`src/rtl/morse_decoder.sv`:
```
// rtl/morse_decoder.sv - collects dot/dash elements and decodes each letter to ASCII A-Z, 0-9
module morse_decoder #(
    parameter int          MAX_ELEMS = 5,
    parameter logic [7:0]  ERR_CHAR  = 8'h3F
) (
    input  logic       clk,
    input  logic       rst_n,
    input  logic [1:0] morse_signal,
    input  logic       letter_spacing,
    output logic [7:0] char_out,
    output logic       char_valid,
    output logic       char_err,
    output logic [2:0] elem_count,
    output logic       busy
);

    typedef enum logic [1:0] {IDLE, COLLECT, EMIT} state_t;

    state_t                 state_q, state_d;
    logic [1:0]             ms_q, ms_d;
    logic                   ls_q, ls_d;
    logic [MAX_ELEMS-1:0]   elem_bits_q, elem_bits_d;
    logic [2:0]             count_q, count_d;
    logic                   ovf_q, ovf_d;
    logic [7:0]             char_out_q, char_out_d;
    logic                   char_valid_q, char_valid_d;
    logic                   char_err_q, char_err_d;

    logic                   elem_event, gap_edge, do_emit;
    logic [MAX_ELEMS-1:0]   bits_n;
    logic [2:0]             count_n;
    logic                   ovf_n;
    logic [7:0]             lut;

    // Returns 8'h00 when the (length, pattern) pair is not a known symbol.
    function automatic logic [7:0] lookup(input logic [2:0] n, input logic [4:0] b);
        case ({n, b})
            {3'd2, 5'b00001}: lookup = 8'h41;  {3'd4, 5'b01000}: lookup = 8'h42;
            {3'd4, 5'b01010}: lookup = 8'h43;  {3'd3, 5'b00100}: lookup = 8'h44;
            {3'd1, 5'b00000}: lookup = 8'h45;  {3'd4, 5'b00010}: lookup = 8'h46;
            {3'd3, 5'b00110}: lookup = 8'h47;  {3'd4, 5'b00000}: lookup = 8'h48;
            {3'd2, 5'b00000}: lookup = 8'h49;  {3'd4, 5'b00111}: lookup = 8'h4A;
            {3'd3, 5'b00101}: lookup = 8'h4B;  {3'd4, 5'b00100}: lookup = 8'h4C;
            {3'd2, 5'b00011}: lookup = 8'h4D;  {3'd2, 5'b00010}: lookup = 8'h4E;
            {3'd3, 5'b00111}: lookup = 8'h4F;  {3'd4, 5'b00110}: lookup = 8'h50;
            {3'd4, 5'b01101}: lookup = 8'h51;  {3'd3, 5'b00010}: lookup = 8'h52;
            {3'd3, 5'b00000}: lookup = 8'h53;  {3'd1, 5'b00001}: lookup = 8'h54;
            {3'd3, 5'b00001}: lookup = 8'h55;  {3'd4, 5'b00001}: lookup = 8'h56;
            {3'd3, 5'b00011}: lookup = 8'h57;  {3'd4, 5'b01001}: lookup = 8'h58;
            {3'd4, 5'b01011}: lookup = 8'h59;  {3'd4, 5'b01100}: lookup = 8'h5A;
            {3'd5, 5'b11111}: lookup = 8'h30;  {3'd5, 5'b01111}: lookup = 8'h31;
            {3'd5, 5'b00111}: lookup = 8'h32;  {3'd5, 5'b00011}: lookup = 8'h33;
            {3'd5, 5'b00001}: lookup = 8'h34;  {3'd5, 5'b00000}: lookup = 8'h35;
            {3'd5, 5'b10000}: lookup = 8'h36;  {3'd5, 5'b11000}: lookup = 8'h37;
            {3'd5, 5'b11100}: lookup = 8'h38;  {3'd5, 5'b11110}: lookup = 8'h39;
            default:          lookup = 8'h00;
        endcase
    endfunction

    assign elem_event = (morse_signal == 2'b10 || morse_signal == 2'b01) && (morse_signal != ms_q);
    assign gap_edge   = letter_spacing && !ls_q;

    always_comb begin
        ms_d         = morse_signal;
        ls_d         = letter_spacing;
        state_d      = state_q;
        char_out_d   = char_out_q;
        char_err_d   = char_err_q;
        char_valid_d = 1'b0;

        // The element of this cycle is appended before any decode, so it is part of the letter.
        bits_n  = elem_bits_q;
        count_n = count_q;
        ovf_n   = ovf_q;
        if (elem_event) begin
            if (count_q == 3'(MAX_ELEMS)) begin
                ovf_n = 1'b1;
            end else begin
                bits_n  = {elem_bits_q[MAX_ELEMS-2:0], (morse_signal == 2'b01)};
                count_n = count_q + 3'd1;
            end
        end
        lut = lookup(count_n, 5'(bits_n));

        case (state_q)
            IDLE:    do_emit = gap_edge && elem_event;
            COLLECT: do_emit = gap_edge;
            default: do_emit = gap_edge && elem_event;
        endcase

        if (do_emit) begin
            char_valid_d = 1'b1;
            char_err_d   = ovf_n || (lut == 8'h00);
            char_out_d   = char_err_d ? ERR_CHAR : lut;
            elem_bits_d  = '0;
            count_d      = 3'd0;
            ovf_d        = 1'b0;
            state_d      = EMIT;
        end else begin
            elem_bits_d  = bits_n;
            count_d      = count_n;
            ovf_d        = ovf_n;
            state_d      = (count_n != 3'd0) ? COLLECT : IDLE;
        end
    end

    always_ff @(posedge clk or negedge rst_n) begin
        if (!rst_n) begin
            state_q      <= IDLE;
            ms_q         <= 2'b00;
            ls_q         <= 1'b0;
            elem_bits_q  <= '0;
            count_q      <= 3'd0;
            ovf_q        <= 1'b0;
            char_out_q   <= 8'h00;
            char_valid_q <= 1'b0;
            char_err_q   <= 1'b0;
        end else begin
            state_q      <= state_d;
            ms_q         <= ms_d;
            ls_q         <= ls_d;
            elem_bits_q  <= elem_bits_d;
            count_q      <= count_d;
            ovf_q        <= ovf_d;
            char_out_q   <= char_out_d;
            char_valid_q <= char_valid_d;
            char_err_q   <= char_err_d;
        end
    end

    assign char_out   = char_out_q;
    assign char_valid = char_valid_q;
    assign char_err   = char_err_q;
    assign elem_count = count_q;
    assign busy       = (count_q != 3'd0);

endmodule

```
`config.mk`:
```
export PLATFORM = sky130hd
export DESIGN_NAME = morse_decoder
export DESIGN_NICKNAME = d
export VERILOG_FILES = /design/src/rtl/morse_decoder.sv
export SDC_FILE = /design/constraint.sdc
export NUM_CORES = 1
export LEC_CHECK = 0
export ABC_CLOCK_PERIOD_IN_PS = 2950
export CAP_MARGIN = 20
export CORE_MARGIN = 4
export CORE_UTILIZATION = 40
export DETAILED_ROUTE_END_ITERATION = 8
export PLACE_DENSITY = 0.69
export SLEW_MARGIN = 20
export SYNTH_ARGS = -nofsm -noshare
export SYNTH_HDL_FRONTEND = slang
export SYNTH_SLANG_ARGS = --single-unit
```
`constraint.sdc`:
```
create_clock -name clk -period 2.95 [get_ports clk]
set_input_delay 0.295 -clock clk [delete_from_list [all_inputs] [get_ports clk]]
set_output_delay 0.295 -clock clk [all_outputs]
set_load 0.01 [all_outputs]
```
# Word-level counts from Yosys, hierarchy flattened
# Cells that the tools add are included.
[word_totals] ff_bits=24 in_bits=5 mem_bits_ro=0 memories=0 latchBits=0 ram_bits=0
[op_classes] magnitude_cmp=0 mux=15 add_sub_neg=1 n_eq_ne=41 div_mod_pow=0 bitwise_logic=0 shift=0 reduce_logical=9 n_mul=0
[op_table] operator="$pmux 7 s36" count=1
[op_table] operator="$eq 8x8->1 const B" count=22
[op_table] operator="$eq 8x7->1 const B" count=12
[op_table] operator="$eq 8x6->1 const B" count=2
[op_table] operator="$mux 5" count=3
[op_table] operator="$mux 3" count=3
[op_table] operator="$logic_not 8->1" count=1
[op_table] operator="$mux 8" count=1
[op_table] operator="$mux 1" count=6
[op_table] operator="$reduce_bool 3->1" count=2
[op_table] operator="$eq 2x1->1 const B" count=2
[op_table] operator="$add 3x1->3 const B" count=1
[op_table] operator="$eq 3x3->1 const B" count=1
[op_table] operator="$logic_and 1x1->1" count=3
[op_table] operator="$eq 2x2->1 const B" count=1
[op_table] operator="$logic_or 1x1->1" count=2
[op_table] operator="$mux 2" count=1
[op_table] operator="$ne 2x2->1" count=1
[op_table] operator="$logic_not 1->1" count=1

# Longest topological paths before layout
# Gate-level depths: netlist of run 1.
[logic_depth] word_depth=9 depth_mapped=13 ltp_nobuf=10

# Worst setup path before layout of run 1
# No wires, ideal clock.
[synth_timing] kind="flip-flop to flip-flop" startpoint="register count_q[1], in the netlist elem_count[1]" endpoint="register char_out_q[4], in the netlist char_out[4]" slack_ns=0.382 stages_incl_launch_ff=12 arrival_ns=2.480 cell_sequence="dfrtp_1 inv_1 ha_1 a21oi_2 a21boi_1 buf_4 mux2i_4 nor2_1 a2bb2oi_1 and4_1 nand3_4 a41oi_1"
[synth_between] elab_chain_len=8 elab_cells_between_ends=48 cone_classes="add/sub: 1; eq/ne: 37; mux: 8; reduce/logical: 2"
[synth_rtl] element="from (decl)" line_no="23" source="logic [2:0] count_q, count_d;"
[synth_rtl] element="from (signal assigned)" line_no="123" source="count_q <= count_d;"
[synth_rtl] element="$add 3x1->3 or $eq 3x3->1 (tied branches)" line_no="80, 76"
[synth_rtl] element="$mux 3 or $mux 5 (tied branches)" line_no="76" source="if (count_q == 3'(MAX_ELEMS)) begin"
[synth_rtl] element="$mux 3 or $mux 5 (tied branches)" line_no="75" source="if (elem_event) begin"
[synth_rtl] element="$eq 8x8->1 (tied with other cells)" line_no="37" source="case ({n, b})"
[synth_rtl] element="$pmux 7 s36" line_no="37"
[synth_rtl] element="$logic_not 8->1" line_no="93" source="char_err_d = ovf_n || (lut == 8'h00);"
[synth_rtl] element="$logic_or 1x1->1" line_no="93"
[synth_rtl] element="$mux 8 *" line_no="94" source="char_out_d = char_err_d ? ERR_CHAR : lut;"
[synth_rtl] element="to (signal assigned)" line_no="125" source="char_out_q <= char_out_d;"
[synth_rtl] element="to (decl)" line_no="25" source="logic [7:0] char_out_q, char_out_d;"
# Every way passes the cells marked *; elsewhere a longest branch is shown, timed or not.
# A chain may end at the register's enable or synchronous reset.

# Worst setup path in the final report of run 1
[layout_timing] startpoint="input morse_signal[0]" endpoint="register char_out_q[1], in the netlist char_out[1]"
[layout_between] elab_chain_len=9 elab_cells_between_ends=51 cone_classes="eq/ne: 39; mux: 7; reduce/logical: 5"
[layout_rtl] element="from (decl)" line_no="8" source="input logic [1:0] morse_signal,"
[layout_rtl] element="$eq 2x2->1 or $eq 2x1->1 (tied branches)" line_no="60, 79"
[layout_rtl] element="$logic_or 1x1->1" line_no="60" source="assign elem_event = (morse_signal == 2'b10 || morse_signal == 2'b01) && (morse_signal != ms_q);"
[layout_rtl] element="$logic_and 1x1->1" line_no="60"
[layout_rtl] element="$mux 5 or $mux 3 (tied branches)" line_no="75"
[layout_rtl] element="$eq 8x8->1 (tied with other cells)" line_no="37"
[layout_rtl] element="$pmux 7 s36" line_no="37"
[layout_rtl] element="$logic_not 8->1" line_no="93"
[layout_rtl] element="$logic_or 1x1->1" line_no="93"
[layout_rtl] element="$mux 8" line_no="94"
# Several ways; a longest one is shown, not always the timed one.

==> impl_metrics.tcl, run 1 <==
set metrics [dict create \
    synth-seq-cells 22 \
    fmax_mhz 356.0 \
    instances_no_fill 419 \
    die_y_um 82.87 \
    syn_area_um2 2242 \
    grt_pass1_wl_um 11810 \
    syn_nets 313 \
    via_per_inst 6.055 \
    wire_per_inst_um 16.96 \
    crit_arrival_ns 2.95 \
    antenna_found_initial 0 \
    synth_top_area_cell "dfrtp_1" \
    vias 2537 \
    synth_top_area_share_pct 24.55 \
    critPathMaxFanout 13 \
    numCtsBuffers 3 \
    avgSynthCellArea_um2 7.400 \
    core_um2 5270 \
    grt_util_met1_pct 30.02 \
    dr.pass1.iters 5 \
    cp-end-kind "flop" \
    hp-class "in -> async" \
    start_util_pct 42.55 \
    cts-root-buf "clkbuf_8" \
    syn-instance-count 303 \
    path_clk_slew_ns 0.10 \
    fin_nets 360 \
    synth.most_common_cell "nor2_1" \
    antenna_left 0 \
    setup_viol 0 \
    synthTopCellsByArea "dfrtp_1 25%, nor2_1 6.7%, nand2_1 5.0%" \
    tritoncts "yes" \
    busiest_layer "met2" \
    die_w_um 82.87 \
    antenna_cells 0 \
    clock_latency_ns 0.28 \
    grt_max_degree 23 \
    rows 26 \
    cap_violations 0 \
    status "complete, no violations" \
    grt_pass1_vias 2279 \
    ys_top_cells_by_count "40 x nor2_1, 30 x nand2_1, 22 x dfrtp_1, 19 x a21oi_1, 15 x nor3_1" \
    p_leak_nw 1.182 \
    die_area_um2 6867 \
    cp.required_ns 3.09 \
    drive_above_1_share_pct 21.49 \
    slew_headroom_pct 62.56 \
    clock-sinks 22 \
    fin_crit_sh_pct 95.23 \
    grt_usage_pct 20.60 \
    hold_viol_final 0 \
    clock_skew_ns 0.01373 \
    area_growth_pct 28.57 \
    peakVddDrop_uv 435.1 \
    yosysWarnings 0 \
    finalWirelength_um 7105 \
    portBuffers 17 \
    startpoint_type "primary input" \
    p_per_area_nw_per_um2 904.1 \
    synth_ff_type "dfrtp_1" \
    synth.distinct_cells 65 \
    synth-seq-area-share_pct 24.55 \
    tns_ns 0 \
    drc 0 \
    post-place-cells 415 \
    reg2reg_slack_ns 0.17 \
    synth_edf_count 0 \
    htree_levels 1 \
    period_minus_slack_ns 2.809 \
    pin_count 19 \
    power_mw 2.606 \
    worst_pin_slew_ns 0.5616 \
    place.gp.congestion 1.014 \
    timing.final.max_slew_violations 0 \
    use_met2_pct 31.41 \
    ctsLongestPathBuffers 2 \
    cts_hold_buf 0 \
    dp_hpwl_um 5485 \
    overflow 0 \
    gr-usage-met3_pct 4.257 \
    post_cts_buffers 0 \
    synth-async-reset-ratio_pct 100.0 \
    initialDrtViolationCount 307 \
    path_class "in -> reg" \
]
worst max-delay path, cell delays in order:
cell             delay [ns]
clkdlybuf4s50_1        0.45
buf_4                  0.17
xnor2_1                0.33
a21oi_1                0.15
buf_4                  0.21
a22oi_1                0.22
a21oi_2                0.11
buf_4                  0.20
o211ai_1               0.17
nand3_1                0.11
nor4b_1                0.39
a31oi_1                0.13
sequential cells by signal, summed over array words and instances, names as in the netlist:
register     cells
char_valid       1
elem_bits_q      5
ms_q             2
state_q          1
elem_count       3
char_err         1
ls_q             1
char_out         7
ovf_q            1
routing by layer:
metal	part of all wire, %	up-vias	wire (um)
met5	0	-	0
met4	1.2	0	86
met3	8.9	12	629
met2	44	140	3155
met1	46	1191	3233
li1	-	1194	-
what timing repair did:
| item | 4_1_cts | 5_1_grt |
|---|---|---|
| resized for setup | 0 | 8 |
| endpoints found under the hold margin | 0 | 0 |
| endpoints found under the setup margin | 0 | 7 |
through the flow:
stage | area [um^2] | hold slack, ns | utilization [%] | worst slack [ns]
final | 2883 | 0.3729 | 54.70 | 0.1407
after global routing | 2883 | 0.4106 | 54.70 | -0.001402
after CTS | 2846 | 0.3812 | 54.01 | 0.09148
after detailed placement | 2775 | 0.5431 | 52.66 | -0.1738
after global placement | 2775 | 0.5110 | 52.66 | -0.09842
after floorplan | 2242 | -0.0005911 | - | 0.3815
power breakdown:
group          internal (mW)  switching, mW
registers              0.396         0.0863
clock network          0.182          0.113
logic                  0.833          0.997
total                   1.41           1.20
cells by family (layout without fill, tap and decap cells):
kind of cell               Yosys count  count (layout)  share of synthesized area, %
AOI/OAI and AO/OA                   85              85                         26.67
xor gates and xnor gates             7               7                         2.734
adders and majority gates            5               5                         2.790
buffers and inverters               40              86                         8.259
DFF                                 22              22                         24.55
muxes                               13              13                         6.473
other                                1               1                        0.1673
and+or+nand+nor                    130             130                         28.35
layout by cell type (no fill, tap or decap), types with 12 or more instances in the layout:
| cell type | n |
|---|---|
| a21oi_1 | 19 |
| a31oi_1 | 12 |
| buf_4 | 49 |
| clkdlybuf4s50_1 | 17 |
| dfrtp_1 | 22 |
| inv_1 | 13 |
| nand2_1 | 30 |
| nor2_1 | 40 |
| nor3_1 | 15 |
final timing paths:
| path | from | endpoint | cells past startpoint |
|---|---|---|---|
| min | rst_n | elem_count[1] | 2 |
| min reg2reg | char_err | char_err | 2 |
| max reg2reg | elem_count[1] | char_out[4] | 12 |
| min in group clk | letter_spacing | ls_q | 1 |
| max in group asynchronous | rst_n | char_out[1] | 2 |
| max | morse_signal[0] | char_out[1] | 12 |
final cells by class:
| cell class | count | area (um^2) |
|---|---|---|
| Clock inverter | 1 | 30.03 |
| Clock buffer | 3 | 41.29 |
| Timing Repair Buffer | 69 | 580.6 |
| Fill cell | 517 | 2387 |
| Tap cell | 70 | 87.58 |
| Inverter | 13 | 48.80 |
| Sequential cell | 22 | 550.5 |
| Multi-Input combinational cell | 241 | 1544 |
Note: power is estimated with default switching activity, not from simulation.
==> run 2, diff against run 1 <==
- HOLD_SLACK_MARGIN: default -> 0.02
==> results of run 2 <==
The final DEF is identical to that of run 1; final timing and power are the same.
